File: config.mk
export PLATFORM = sky130hd
export DESIGN_NAME = jtframe_joy_filter
export DESIGN_NICKNAME = d
export VERILOG_FILES = /design/src/rtl/jtframe_joy_filter.sv
export SDC_FILE = /design/constraint.sdc
export NUM_CORES = 1
export LEC_CHECK = 0
export ABC_AREA = 1
export CORE_MARGIN = 8
export CORE_UTILIZATION = 59
export DETAILED_ROUTE_END_ITERATION = 7
export GPL_TIMING_DRIVEN = 0
export PLACE_DENSITY = 0.84
export SLEW_MARGIN = 20
export SYNTH_ARGS = -nofsm -noshare
export SYNTH_HDL_FRONTEND = slang
export SYNTH_SLANG_ARGS = --single-unit
File: constraint.sdc
create_clock -name clk -period 12.7 [get_ports clk]
set_clock_uncertainty 0.1 [all_clocks]
set_input_delay 3.175 -clock clk [delete_from_list [all_inputs] [get_ports clk]]
set_output_delay 3.175 -clock clk [all_outputs]
set_load 0.01 [all_outputs]
File: src/rtl/jtframe_joy_filter.sv
// Resynchronises and debounces two 16-bit joystick words, with optional per-player autofire on bits 4/5.
// Autofire logic is only built when JTFRAME_JOY_AUTOFIRE_EN is defined.
`timescale 1ns/1ps
module jtframe_joy_filter #(
    parameter int TICKW     = 8,
    parameter int DB_CNT    = 4,
    parameter int AF_FRAMES = 2
)(
    input  logic        rst,
    input  logic        clk,
    input  logic [15:0] joy1_raw,
    input  logic [15:0] joy2_raw,
    input  logic        vs,
    input  logic [1:0]  autofire,
    output logic [15:0] joy1,
    output logic [15:0] joy2,
    output logic        changed
);
    localparam logic [3:0] DB_LAST = 4'(DB_CNT - 1);

    logic [31:0]      s1, s, q, flip, joy_next;
    logic [3:0]       c [0:31];
    logic [TICKW-1:0] pre;
    logic             tick;

    assign tick = &pre;

    always_ff @(posedge clk or posedge rst) begin
        if (rst) begin
            s1  <= '0;
            s   <= '0;
            pre <= '0;
        end else begin
            s1  <= {joy2_raw, joy1_raw};
            s   <= s1;
            pre <= pre + TICKW'(1);
        end
    end

    // A bit flips on the tick where it has disagreed for DB_CNT consecutive ticks
    always_comb begin
        flip = '0;
        for (int i = 0; i < 32; i++)
            flip[i] = tick && (s[i] != q[i]) && (c[i] == DB_LAST);
    end

    always_ff @(posedge clk or posedge rst) begin
        if (rst) begin
            q <= '0;
            for (int i = 0; i < 32; i++) c[i] <= '0;
        end else if (tick) begin
            q <= q ^ flip;
            for (int i = 0; i < 32; i++) begin
                if (s[i] == q[i] || flip[i]) c[i] <= '0;
                else                         c[i] <= c[i] + 4'd1;
            end
        end
    end

`ifdef JTFRAME_JOY_AUTOFIRE_EN
    localparam logic [3:0] AF_LAST = 4'(AF_FRAMES - 1);

    logic       vs_l, vs_edge;
    logic [1:0] phase;
    logic [3:0] a [0:1];

    assign vs_edge = vs & ~vs_l;

    always_ff @(posedge clk or posedge rst) begin
        if (rst) begin
            vs_l  <= 1'b0;
            phase <= 2'b11;
            a[0]  <= '0;
            a[1]  <= '0;
        end else begin
            vs_l <= vs;
            for (int p = 0; p < 2; p++) begin
                if (!(q[16*p+4] || q[16*p+5])) begin
                    phase[p] <= 1'b1;
                    a[p]     <= '0;
                end else if (vs_edge) begin
                    if (a[p] == AF_LAST) begin
                        phase[p] <= ~phase[p];
                        a[p]     <= '0;
                    end else begin
                        a[p] <= a[p] + 4'd1;
                    end
                end
            end
        end
    end

    always_comb begin
        joy_next = q;
        for (int p = 0; p < 2; p++) begin
            joy_next[16*p+4] = q[16*p+4] & (phase[p] | ~autofire[p]);
            joy_next[16*p+5] = q[16*p+5] & (phase[p] | ~autofire[p]);
        end
    end
`else
    logic unused_af;
    assign unused_af = &{1'b0, vs, autofire};
    assign joy_next  = q;
`endif

    always_ff @(posedge clk or posedge rst) begin
        if (rst) begin
            joy1    <= '0;
            joy2    <= '0;
            changed <= 1'b0;
        end else begin
            joy1    <= joy_next[15:0];
            joy2    <= joy_next[31:16];
            changed <= |flip;
        end
    end
endmodule

==> results of run 1 <==
==> kinds of logic (layout without fill, tap and decap cells) <==
logic type	Yosys count	in the layout	share of synthesized area [%]
compound gates	126	126	6.46
xor+xnor	79	79	6.09
fa+ha+maj	33	33	3.63
buf+inv	151	266	5.41
flops	265	265	58.4
mux	3	3	0.286
simple gates	512	512	19.8
==> worst max-delay path by stage <==
stage               startpoint        to  slack (ns)  depth (start not counted)
finish                joy1[12]  joy1[12]        8.02                          1
global route           joy1[6]   joy1[6]        7.97                          1
CTS                    joy2[4]   joy2[4]        8.00                          1
detailed placement         rst     s[28]        7.98                          3
global placement           rst  joy2[12]       -0.95                          2
floorplan                  rst      c[0]        2.13                          1
==> final cells by class <==
| cell class | count | area (um2) | area share, % |
|---|---|---|---|
| Timing Repair Buffer | 68 | 716 | 5.35 |
| Multi-Input combinational cell | 753 | 4120 | 30.8 |
| Sequential cell | 265 | 6630 | 49.6 |
| Tap cell | 260 | 325 | 2.43 |
| Clock inverter | 7 | 160 | 1.20 |
| Clock buffer | 40 | 805 | 6.01 |
| Buffer | 30 | 160 | 1.20 |
| Inverter | 121 | 462 | 3.45 |
==> worst register-to-register path, delay by kind of cell, from the launching register on <==
family                     cells  cell delay, ns
AOI/OAI and AO/OA              1            0.19
and+or+nand+nor                4            0.55
adders and majority gates      1            0.22
DFF                            1            0.39
buffers and inverters          2            0.96
==> cells in the final DEF (no fill, tap or decap), types with 14 or more instances in the layout <==
master / synthesis / routed
inv_1: 120 / 119
or2_2: 19 / 19
buf_2: 14 / 14
xor2_1: 74 / 74
nand2_1: 186 / 186
clkdlybuf4s50_1: 0 / 66
clkbuf_16: 0 / 27
nand3_1: 55 / 55
nand4_1: 41 / 41
o21ai_0: 16 / 16
ha_1: 33 / 33
dfrtp_1: 265 / 265
a21oi_1: 70 / 70
a31oi_1: 14 / 14
nor2_1: 180 / 180
==> through the flow <==
| step | setup WS, ns | cells | utilization, % |
|---|---|---|---|
| after global routing | 7.97 | 1544 | 71.0 |
| after global placement | -0.951 | 1495 | 65.6 |
| after floorplan | 2.13 | 1169 | - |
| final | 8.02 | 1544 | 71.0 |
| after detailed placement | 7.98 | 1497 | 65.9 |
| after CTS | 8.00 | 1544 | 71.0 |
==> power by group through the flow <==
stage,clock [uW],combinational (uW),sequential [uW]
floorplan,0,25.6,873
global placement,0,41.6,874
detailed placement,0,45.1,874
CTS,865,45.6,859
global route,898,50.7,859
finish,856,44.3,859
==> registers in the layout, summed over array words and instances (netlist names) <==
| name | flops |
|---|---|
| c | 128 |
| joy_next | 32 |
| s1 | 32 |
| s | 32 |
| joy1 | 16 |
| joy2 | 16 |
| pre | 8 |
| changed | 1 |
==> cell usage after synthesis, drive strengths merged <==
master and n:
dfrtp 265, nor2 194, nand2 189, inv 121, xor2 74, a21oi 70
nand3 55, nand4 41, ha 33, or2 26, buf 23, o21ai 16
a31oi 14, a21boi 13, a31o 10, clkbuf 7, nor3b 5, xnor2 5
mux2 2, o21a 2, mux2i 1, nor3 1, nor4b 1, o41ai 1
==> routing by layer <==
metal	track usage (%)	vias to the layer above	wire, um
met2	35.5	253	12100
met4	8.96	0	903
met1	25.8	4049	10200
li1	-	3942	-
met5	0	-	0
met3	3.12	78	1410
==> impl_metrics.json, run 1 <==
{
  "outcome": "finished clean",
  "coreArea_um2": 18800,
  "min_from": "s1[26]",
  "period_minus_slack_ns": 4.68,
  "worst_skew_pair.late_latency_ns": 0.53,
  "timing.rr.end": "c[70]",
  "worstSetupPathType": "reg -> out",
  "cts_buffer_depth": 3,
  "syn_to_final_growth_pct": 17.7,
  "fin_tns_setup_ns": 0,
  "hp-class": "reg -> reg",
  "die_area_um2": 24000,
  "postCtsSetupRepairBufs": 0,
  "synthTopCellsByArea": "dfrtp_1 (58%), nand2_1 (6.1%), nor2_1 (5.9%)",
  "hold_end": "s[26]",
  "syn_area_um2": 11400,
  "p_per_area_nw_per_um2": 131,
  "timing.slew.headroom_pct": 45.4,
  "gp_congestion": 0.851,
  "cap_violations": 0,
  "place_area_um2": 12400,
  "grt_max_degree": 94,
  "finalSetupViolations": 0,
  "finalInstanceArea_um2": 13400,
  "finalPower_uw": 1760,
  "cts_inserted_buffers": 27,
  "cp.required_ns": 9.43,
  "gr-usage-all-layers_pct": 20.7,
  "syn_avg_cell_area_um2": 9.72,
  "ctsResizeCount": 0,
  "comb_power_share_pct": 2.5,
  "grt_overflow": 0,
  "synth_cell_types": 32,
  "critPathMaxStageDelay_ns": 0.54,
  "synth_top_area_share_pct": 58.4,
  "ant_nets": 0,
  "r2r_slack_ns": 10.19,
  "wirelength_um": 24600,
  "antenna_cells": 0,
  "synth_cells": 1169,
  "holdBufCountCts": 0,
  "drtPass1Iterations": 5,
  "critPathTopFamily": "buffers and inverters",
  "vias": 8322,
  "power_frac_seq_pct": 48.8,
  "yosys_warnings": 0,
  "fp-row-count": 50,
  "r2r-start": "pre[0]",
  "crit_buf_inv": 1,
  "switching_share_pct": 20.0,
  "cts.htree.levels": 1,
  "cts_num_sinks": 265,
  "final_nets": 1336,
  "crit_fanout": 1,
  "p_clk_share_pct": 48.7,
  "ys_ff_latch": 265,
  "die_height_um": 155,
  "vdd_drop_max_mv": 0.116,
  "slowest_stage": "clkdlybuf4s50_1",
  "arrival_ns": 1.40,
  "fillers": 1301,
  "slew_viol_final": 0,
  "fmaxAchievable_mhz": 214,
  "path_cells": "clkdlybuf4s50_1",
  "clock-root-buffer": "clkbuf_16",
  "drcViolationCount": 0,
  "grt_pass1_wl_um": 40000,
  "place_hpwl_um": 16000,
  "end_kind": "primary output",
  "die_w_um": 155,
  "port_buffers": 66,
  "start_util_pct": 60.3,
  "finalHoldViolations": 0,
  "cts_tree": "built",
  "start_kind": "flop",
  "hold-path-cell-count": 0,
  "ys_seq_area_share_pct": 58.4,
  "wl_per_cell_um": 15.9,
  "yosys.area.top_type": "dfrtp_1",
  "tightest_slew_ns": 0.819,
  "grt_pass1_vias": 8226,
  "r2r_cells": 8,
  "p_sw_uw": 352,
  "p_leak_uw": 0.00700,
  "drive_gt1_share_pct": 9.11,
  "clk_pin_slew_worst_paths_ns": 0.06,
  "first_iter_violations": 605,
  "finalCritPeriodShare_pct": 36.8,
  "synth_fp_nets": 1239,
  "rsz0062_at_grt": "no",
  "viasPerCell": 5.39,
  "hold_ws_ns": 0.245,
  "antenna_found_initial": 0,
  "ios": 70,
  "internal_power_uw": 1410
}
Power figures use the tool's default switching activity.
==> inputs of run 2 (changes only) <==
--- a/config.mk
+++ b/config.mk
@@ -7,10 +7,10 @@
 export LEC_CHECK = 0
 export ABC_AREA = 1
 export CORE_MARGIN = 8
-export CORE_UTILIZATION = 59
+export CORE_UTILIZATION = 54
 export DETAILED_ROUTE_END_ITERATION = 7
 export GPL_TIMING_DRIVEN = 0
-export PLACE_DENSITY = 0.84
+export PLACE_DENSITY = 0.81
 export SLEW_MARGIN = 20
 export SYNTH_ARGS = -nofsm -noshare
 export SYNTH_HDL_FRONTEND = slang
==> constraint.sdc (replaced) <==
create_clock -name clk -period 4.1 [get_ports clk]
set_clock_uncertainty 0.1 [all_clocks]
set_input_delay 1.025 -clock clk [delete_from_list [all_inputs] [get_ports clk]]
set_output_delay 1.025 -clock clk [all_outputs]
set_load 0.01 [all_outputs]
==> run 2 against run 1 <==
Flip-flop and latch count unchanged. Global-route usage decreased by 1.1 points. First-iteration DRC count increased by 5.8%. Non-clock buffer count increased by 7. Sequential power increased to 3.1 times the previous value. Setup slack got worse by 6.5 ns. Core utilization decreased by 6.3 points. Register-to-register slack got worse by 8.5 ns. Final area increased by 0.72%. Combinational power increased to 3.5 times the previous value.
==> impl_metrics.json, run 2 (same netlist as run 1, synthesis figures left out) <==
{
  "hold_end": "s[26]",
  "rsz0062_at_grt": "no",
  "r2r_slack_ns": 1.66,
  "hold_ws_ns": 0.245,
  "drive_gt1_share_pct": 9.65,
  "tightest_slew_ns": 0.730,
  "grt_max_degree": 36,
  "gr-usage-all-layers_pct": 19.6,
  "cts_inserted_buffers": 28,
  "drtPass1Iterations": 7,
  "die_height_um": 161,
  "clock-root-buffer": "clkbuf_16",
  "finalInstanceArea_um2": 13500,
  "power_frac_seq_pct": 50.3,
  "start_kind": "flop",
  "ant_nets": 0,
  "internal_power_uw": 4170,
  "worstSetupPathType": "reg -> out",
  "grt_pass1_wl_um": 41700,
  "p_per_area_nw_per_um2": 393,
  "critPathTopFamily": "buffers and inverters",
  "finalHoldViolations": 0,
  "wirelength_um": 24900,
  "end_kind": "primary output",
  "min_from": "s1[26]",
  "r2r-start": "pre[0]",
  "first_iter_violations": 640,
  "worst_skew_pair.late_latency_ns": 0.55,
  "p_clk_share_pct": 46.8,
  "die_w_um": 161,
  "final_nets": 1344,
  "clk_pin_slew_worst_paths_ns": 0.06,
  "grt_pass1_vias": 8537,
  "fmaxAchievable_mhz": 394,
  "crit_fanout": 1,
  "vias": 8265,
  "cts.htree.levels": 1,
  "gp_congestion": 0.810,
  "slew_viol_final": 0,
  "slowest_stage": "clkdlybuf4s50_1",
  "finalSetupViolations": 0,
  "mostFrequentLayoutCell": "dfrtp_1",
  "die_area_um2": 25900,
  "port_buffers": 66,
  "ctsResizeCount": 0,
  "p_leak_uw": 0.00703,
  "cp.required_ns": 2.97,
  "coreArea_um2": 20800,
  "timing.slew.headroom_pct": 51.3,
  "cts_num_sinks": 265,
  "grt_overflow": 0,
  "switching_share_pct": 21.1,
  "r2r_cells": 8,
  "period_minus_slack_ns": 2.54,
  "outcome": "finished clean",
  "antenna_found_initial": 0,
  "p_sw_uw": 1110,
  "fin_util_pct": 64.7,
  "vdd_drop_max_mv": 0.307,
  "path_cells": "clkdlybuf4s50_1",
  "largest_register_ffs": 128,
  "comb_power_share_pct": 2.9,
  "start_util_pct": 54.6,
  "timing.rr.end": "c[48]",
  "regMostFlops": "c",
  "antenna_cells": 0,
  "cts_tree": "built",
  "critPathMaxStageDelay_ns": 0.55,
  "drcViolationCount": 0,
  "postCtsSetupRepairBufs": 0,
  "fin_ws_ns": 1.56,
  "final_cell_mix": "dfrtp_1 (265), nand2_1 (186), nor2_1 (180)",
  "crit_buf_inv": 1,
  "ios": 70,
  "syn_to_final_growth_pct": 18.6,
  "fin_tns_setup_ns": 0,
  "holdBufCountCts": 0,
  "fp-row-count": 53,
  "dp_slack_ns": 1.66,
  "hp-class": "reg -> reg",
  "cts_buffer_depth": 3,
  "arrival_ns": 1.42,
  "cap_violations": 0,
  "finalCritPeriodShare_pct": 62.0,
  "hold-path-cell-count": 0,
  "place_hpwl_um": 16800,
  "wl_per_cell_um": 15.9,
  "viasPerCell": 5.26,
  "place_area_um2": 12600
}
[run 2: cell count changes in the layout (fill, tap and decap cells not counted)]
| cell | change |
|---|---|
| inv_8 | -1 |
| clkbuf_16 | +2 |
| buf_12 | +7 |
| clkinvlp_4 | +2 |
| bufinv_16 | -4 |
| clkinv_2 | +4 |
| clkbuf_1 | +3 |
| clkbuf_8 | -2 |
[run 2: per-layer routing]
metal  routed length (um)  track usage [%]
met5                    0                0
met2                12200             33.0
met4                  848             7.49
met3                 1420             3.31
met1                10500             25.0
[run 2: worst max path at each step]
stage | slack [ns] | to | cells after the start | from
floorplan | -0.52 | c[0] | 1 | rst
global placement | -2.36 | s1[28] | 2 | rst
detailed placement | 1.66 | joy2[9] | 5 | rst
CTS | 1.54 | joy1[12] | 1 | joy1[12]
global route | 1.52 | joy1[8] | 1 | joy1[8]
finish | 1.56 | joy1[12] | 1 | joy1[12]
[run 2: final cells by class]
cell class / instances / area (um2)
Clock buffer: 43 / 838
Tap cell: 275 / 344
Inverter: 121 / 458
Sequential cell: 265 / 6630
Clock inverter: 8 / 67.6
Timing Repair Buffer: 75 / 856
Fill cell: 1633 / 7350
Multi-Input combinational cell: 753 / 4120
Buffer: 30 / 160
[run 2: power groups by stage]
stage / registers, uW / clock network, uW / logic, uW
2_1_floorplan: 2700 / 0 / 79.6
3_3_place_gp: 2710 / 0 / 130
3_5_place_dp: 2710 / 0 / 157
4_1_cts: 2660 / 2510 / 157
5_1_grt: 2660 / 2630 / 175
6_report: 2660 / 2480 / 153
[run 2: per-stage QoR]
stage,cells,power (uW)
2_1_floorplan,1169,2780
3_3_place_gp,1510,2840
3_5_place_dp,1519,2860
4_1_cts,1570,5330
5_1_grt,1570,5470
6_report,1570,5290
